File: src/rtl/pe_acc.sv
// Processing-element accumulator: reduces 32 int32 products per beat into a
// single signed job sum through a two-stage adder pipeline.
//
// state | meaning
// IDLE  | waiting for acc_start with a non-zero acc_len
// ACC   | accepting product beats until beats_left runs out
// DRAIN | two cycles letting the last beat settle into the accumulator
// DONE  | acc_result valid, waiting for out_ready
module pe_acc (
    input  logic          clk,
    input  logic          rst_n,
    input  logic          acc_start,
    input  logic [7:0]    acc_len,
    input  logic          in_valid,
    output logic          in_ready,
    input  logic [1023:0] mult_result,
    output logic          out_valid,
    input  logic          out_ready,
    output logic [31:0]   acc_result,
    output logic          busy
);

    typedef enum logic [1:0] {IDLE, ACC, DRAIN, DONE} state_t;

    state_t      state;
    state_t      state_nxt;
    logic [7:0]  beats_left;
    logic        drain_cnt;
    logic [31:0] lane_sum [4];
    logic [31:0] part     [4];
    logic        s1_valid;
    logic [31:0] acc;
    logic [31:0] acc_res_q;
    logic        accept;
    logic        start_ok;

    assign accept     = in_valid && (state == ACC);
    assign start_ok   = (state == IDLE) && acc_start && (acc_len != 8'd0);
    assign acc_result = acc_res_q;

    always_ff @(posedge clk or negedge rst_n) begin
        if (!rst_n) begin
            state <= IDLE;
        end else begin
            state <= state_nxt;
        end
    end

    always_comb begin
        state_nxt = state;
        case (state)
            IDLE:    if (start_ok) state_nxt = ACC;
            ACC:     if (accept && beats_left == 8'd1) state_nxt = DRAIN;
            DRAIN:   if (drain_cnt) state_nxt = DONE;
            DONE:    if (out_ready) state_nxt = IDLE;
            default: state_nxt = IDLE;
        endcase
    end

    always_comb begin
        in_ready  = 1'b0;
        out_valid = 1'b0;
        busy      = 1'b1;
        case (state)
            IDLE:    busy = 1'b0;
            ACC:     in_ready = 1'b1;
            DONE:    out_valid = 1'b1;
            default: ;
        endcase
    end

    // Each partial covers lanes 8k..8k+7; sums wrap modulo 2^32.
    always_comb begin
        for (int k = 0; k < 4; k++) begin
            lane_sum[k] = 32'd0;
            for (int j = 0; j < 8; j++) begin
                lane_sum[k] = lane_sum[k] + mult_result[(8*k + j)*32 +: 32];
            end
        end
    end

    always_ff @(posedge clk or negedge rst_n) begin
        if (!rst_n) begin
            beats_left <= 8'd0;
            drain_cnt  <= 1'b0;
            s1_valid   <= 1'b0;
            acc        <= 32'd0;
            acc_res_q  <= 32'd0;
            for (int k = 0; k < 4; k++) part[k] <= 32'd0;
        end else begin
            drain_cnt <= (state == DRAIN) ? ~drain_cnt : 1'b0;
            s1_valid  <= accept;
            if (accept) begin
                beats_left <= beats_left - 8'd1;
                for (int k = 0; k < 4; k++) part[k] <= lane_sum[k];
            end
            if (start_ok) begin
                beats_left <= acc_len;
                acc        <= 32'd0;
            end else if (s1_valid) begin
                acc <= acc + part[0] + part[1] + part[2] + part[3];
            end
            // The last beat landed in acc one edge earlier, so acc is final here.
            if (state == DRAIN && drain_cnt) begin
                acc_res_q <= acc;
            end
        end
    end

endmodule

File: config.mk
export PLATFORM = sky130hd
export DESIGN_NAME = pe_acc
export DESIGN_NICKNAME = d
export VERILOG_FILES = /design/src/rtl/pe_acc.sv
export SDC_FILE = /design/constraint.sdc
export NUM_CORES = 2
export LEC_CHECK = 0
export BUFFER_PORTS_ARGS = -buffer_cell sky130_fd_sc_hd__buf_4
export CORE_AREA = 3 3 419 421
export DETAILED_ROUTE_END_ITERATION = 10
export DIE_AREA = 0 0 422 424
export PLACE_DENSITY = 0.38
export REMOVE_ABC_BUFFERS = 1
export SLEW_MARGIN = 20
export SYNTH_ARGS = -nofsm -noshare
export SYNTH_HDL_FRONTEND = slang
export SYNTH_SLANG_ARGS = --single-unit
File: constraint.sdc
create_clock -name clk -period 11.3 [get_ports clk]
set_input_delay 1.13 -clock clk [delete_from_list [all_inputs] [get_ports clk]]
set_output_delay 1.13 -clock clk [all_outputs]
set_load 0.1 [all_outputs]
# Word level (Yosys, flattened, before mapping)
# Cells that the tools add are included.
[word_totals]
reg_bits = 204
latchBits = 0
ramBits = 0
romBits = 0
out_inout_bits = 35
wordCells = 75
n_memories = 0
[classes]
addsub = 33
n_mul = 0
div = 0
magnitude_cmp = 0
n_eq_ne = 8
n_shift = 0
n_mux = 13
n_bitwise = 1
reduce_logical = 10
[ops]
columns = ["operator", "n"]
rows = [
  ["32-bit adder", 32],
  ["32-bit 2-to-1 mux", 2],
  ["8-bit 2-to-1 mux", 2],
  ["8-bit by 1-bit == test with 1-bit output, second input constant", 1],
  ["2-bit 2-to-1 mux", 4],
  ["2-bit case mux with 4 select lines", 1],
  ["8-bit nonzero test", 1],
  ["8-bit by 1-bit subtractor with 8-bit output, second input constant", 1],
  ["2-bit inequality test, second input constant", 3],
  ["1-bit logical AND", 5],
  ["2-bit == test, second input constant", 2],
  ["1-bit 2-to-1 mux", 4],
  ["4-bit AND reduction", 1],
  ["2-bit nonzero test", 2],
  ["2-bit by 1-bit == test with 1-bit output, second input constant", 1],
  ["2-bit logical NOT", 1],
  ["2-bit by 1-bit inequality test with 1-bit output, second input constant", 1],
  ["1-bit NOT", 1],
]

# Logic depth before layout (Yosys ltp)
[depth]
ltp_word = 7
ltp_mapped = 20
ltp_nobuf = 20

# Worst setup path after synthesis
# Ideal clock, no wire load.
[synth_timing]
path_type = "in2reg"
startpoint = "in mult_result[623]"
endpoint = "reg part[63] (netlist name)"
arrival_ps = 5420
t_required_ps = 11231
slack_ps = 5810
cell_stages = 17
cell_sequence = "inv_1 -> fa_1 -> inv_1 -> fa_1 -> fa_1 -> inv_1 -> fa_1 -> inv_1 -> ha_1 -> a21o_1 -> a221oi_2 -> inv_2 -> a311o_1 -> a31o_1 -> a211o_1 -> a2111oi_2 -> nand3b_1"
[synth_via]
elab_chain_len = 5
[synth_lines]
columns = ["element", "line", "rtl"]
rows = [
  ["start: declaration", "16", "input logic [1023:0] mult_result,"],
  ["32-bit adder (5 in a row)", "77", "lane_sum[k] = lane_sum[k] + mult_result[(8*k + j)*32 +: 32];"],
  ["end: declaration", "30", "logic [31:0] part [4];"],
]
# No other way between the ends.
# A chain may end at the register's enable or synchronous reset.

# Final worst setup path
[layout_timing]
startpoint = "in mult_result[610]"
endpoint = "reg part[56] (netlist name)"
# Same word-level chain as after synthesis.

==> results list <==
- Critical path start-end classification: in2reg
* Layout net count: 7341
- Clock network latency to the later pin of the worst-skew pair: 600 ps
- The number of pins with negative max-slew slack in the final report is 0.
- Cell types with the largest area share after synthesis: sky130_fd_sc_hd__fa_1, sky130_fd_sc_hd__inv_1, sky130_fd_sc_hd__dfrtp_1
- Vertical die dimension: 424 µm
- For this run, the leading register cell type out of synthesis is sky130_fd_sc_hd__dfrtp_1.
* Last weighted congestion value of the routability-driven placer: 0.8958
* Area of the multi-input gates: 0.02612 mm²
- Number of rows created at floorplan: 152
- Buffers inserted by post-CTS timing repair: 0
* Clock root buffer: sky130_fd_sc_hd__clkbuf_16
- After detailed routing, the average wire length per cell comes to 17.88 µm.
* CTS HTree Levels: 1
- Final Setup Violations: 0
- In the routed layout, each cell is associated on average with a via count of 3.844.
- Total global routing track utilization: 0.1523
- Resized cells post-CTS: 0
- Area share of the largest cell type after synthesis: 0.4341
* Post-synthesis cell count: 4250
- Total routed wirelength: 136.8 mm
- The first detailed-routing pass took 5 iterations.
- On the final layout, the worst clock skew is 24.52 ps.
- The number of hold buffers added after CTS was 0.
* Fraction of layout cells with a size suffix above 1: 0.2196
* Die area: 0.1789 mm²
- Of the available clock period, the critical path in the final layout requires 0.5285.
- Counting every sink on the clock net gives 204.
- Cell area after synthesis: 0.03800 mm²
- Required @ worst endpoint: 11750 ps
* Startpoint Class: primary input
- Top cell type by total area after synthesis: sky130_fd_sc_hd__fa_1
* Tightest Hold Check Type: in2async
- Fillers: 18659
- Clock-pin slew on the worst setup and hold paths: 70 ps
- Setup repair after global routing missed its margin: false
- The core region is 0.1717 mm².
* Via count: 29413
* Die width: 422 µm
- Most instantiated cells after synthesis: sky130_fd_sc_hd__inv_1, sky130_fd_sc_hd__fa_1, sky130_fd_sc_hd__nand2_1, sky130_fd_sc_hd__dfrtp_1, sky130_fd_sc_hd__o21ai_0
- The via count of the first global-routing pass was 33161.
- In this run the mean area of a mapped cell was 8.942 µm².
- Compared with the post-synthesis result, the final layout area differs by 31.24%.
* Total of max-cap violations: 0
* Area after DPL: 0.04884 mm²
* Max FO, Critical Path: 3
* Global-route wire length before repair: 204.4 mm
- Endpoint class of the critical path: flop
- By instance count, the leading cell after synthesis is sky130_fd_sc_hd__inv_1.
- For the pin with the worst max-slew slack, the measured transition is 1049 ps.
* Clock tree buffer depth: 3
* Detail Route Antenna Nets: 0
* Peak clock frequency supported by timing: 167.4 MHz
- First DRT Iteration DRCs: 825
* Sequential fraction of the synthesis area: 0.1343
- Headroom to the max-slew limit came out at 0.2965.
* Synthesized flop and latch total: 204
- Summing all non-filler instances in the final layout gives an area of 0.04988 mm².
* Drt drc: 0
- The number of antenna violations at the first check in global routing is 10.
- Synth warn: 0
- TritonCTS created 29 clock buffers.
* Share of flip-flops with an asynchronous set or reset: 1.000
* Buffers added on ports: 1071
- Number of enable flip-flop cells after synthesis: 0
- After global routing the overflow that remains totals 0.
* Setup TNS: 0 ps
- Initial cell density of the core: 0.2213
- Entering global routing, the biggest net connects 76 pins.
- Count of boundary I/O pins: 1072
* Estimated wirelength of the detail-placed design: 126.0 mm
* Count of final hold-check violations: 0
- After synthesis, the netlist uses 73 different library cells.
- For the worst setup path, the data arrival time is 6420 ps.
* CTS tree: built
- Area taken by flip-flops and latches: 0.005105 mm²
* Status: complete, no violations
- Fin crit period: 5972 ps
[cell type report]
cell class	instances	area share
Antenna cell	6	0.0003010
Clock buffer	40	0.01678
Clock inverter	14	0.003663
Inverter	1761	0.1326
Multi-Input combinational cell	2237	0.5237
Sequential cell	204	0.1024
Tap cell	2310	0.05795
Timing Repair Buffer	1080	0.1627
[flip-flops by register name, summed over array words and instances, names as in the netlist]
name	flops
acc	32
acc_result	32
beats_left	8
drain_cnt	1
part	128
s1_valid	1
state	2
[stage by stage]
step	setup slack (ps)	hold slack, ps	utilization	instances
after floorplan	3242	413.9	-	4202
after global placement	4789	465.5	0.2844	7592
after detailed placement	4818	470.6	0.2844	7592
after CTS	5459	401.1	0.2903	7646
after global routing	5117	442.8	0.2904	7650
final	5328	451.8	0.2904	7652
[final timing paths]
path,startpoint,to,slack (ps),depth (start not counted)
setup / recovery,mult_result[610],part[56],5330,19
hold reg to reg,part[41],part[41],480,2
max in group asynchronous,rst_n,acc[27],9640,2
hold / removal,rst_n,acc[7],450,1
min in group clk,part[41],part[41],480,2
setup reg to reg,part[3],acc[27],6310,17
[placed cells by master, fill, tap and decap left out, types with 25 or more instances in the layout]
cell,n
sky130_fd_sc_hd__nor3_1,25
sky130_fd_sc_hd__xnor2_1,108
sky130_fd_sc_hd__inv_1,1758
sky130_fd_sc_hd__a21oi_1,109
sky130_fd_sc_hd__clkbuf_16,29
sky130_fd_sc_hd__xor2_1,54
sky130_fd_sc_hd__fa_1,824
sky130_fd_sc_hd__buf_4,1079
sky130_fd_sc_hd__ha_1,167
sky130_fd_sc_hd__nand2_1,238
sky130_fd_sc_hd__nand3_1,35
sky130_fd_sc_hd__dfrtp_1,204
sky130_fd_sc_hd__o21ai_0,184
sky130_fd_sc_hd__a21o_1,66
sky130_fd_sc_hd__nor2_1,92
[kinds of logic after synthesis]
group                      synth area share
muxes                              0.007770
adders and majority gates            0.4891
DFF                                  0.1343
and+or+nand+nor                     0.06084
xor gates and xnor gates            0.03734
AOI/OAI and AO/OA                   0.09196
buffers and inverters                0.1787
[critical path, cell delays in order]
cell                       delay (ps)
sky130_fd_sc_hd__buf_4            110
sky130_fd_sc_hd__fa_1             550
sky130_fd_sc_hd__inv_1             60
sky130_fd_sc_hd__fa_1             580
sky130_fd_sc_hd__fa_1             440
sky130_fd_sc_hd__fa_1             460
sky130_fd_sc_hd__inv_1             80
sky130_fd_sc_hd__ha_1             160
sky130_fd_sc_hd__inv_1             60
sky130_fd_sc_hd__fa_1             430
sky130_fd_sc_hd__nor2b_1          160
sky130_fd_sc_hd__o21ai_0          140
sky130_fd_sc_hd__a21o_1           220
sky130_fd_sc_hd__a211oi_1         840
sky130_fd_sc_hd__o21bai_1         350
sky130_fd_sc_hd__o21bai_1         290
sky130_fd_sc_hd__a31oi_1          130
sky130_fd_sc_hd__xor2_1           140
sky130_fd_sc_hd__o21ai_1           70
[layer usage]
| layer | global-route usage | vias up | part of all wire |
|---|---|---|---|
| met3 | 0.03127 | 73 | 0.054 |
| met1 | 0.1649 | 14412 | 0.36 |
| met2 | 0.3076 | 657 | 0.57 |
| met4 | 0.01764 | 10 | 0.013 |
| met5 | 0 | - | 0.00050 |
| li1 | - | 14261 | - |
Power is left out: the tool's default activity adds up to more than one toggle a clock period on the data nets, which glitch-free logic cannot reach.
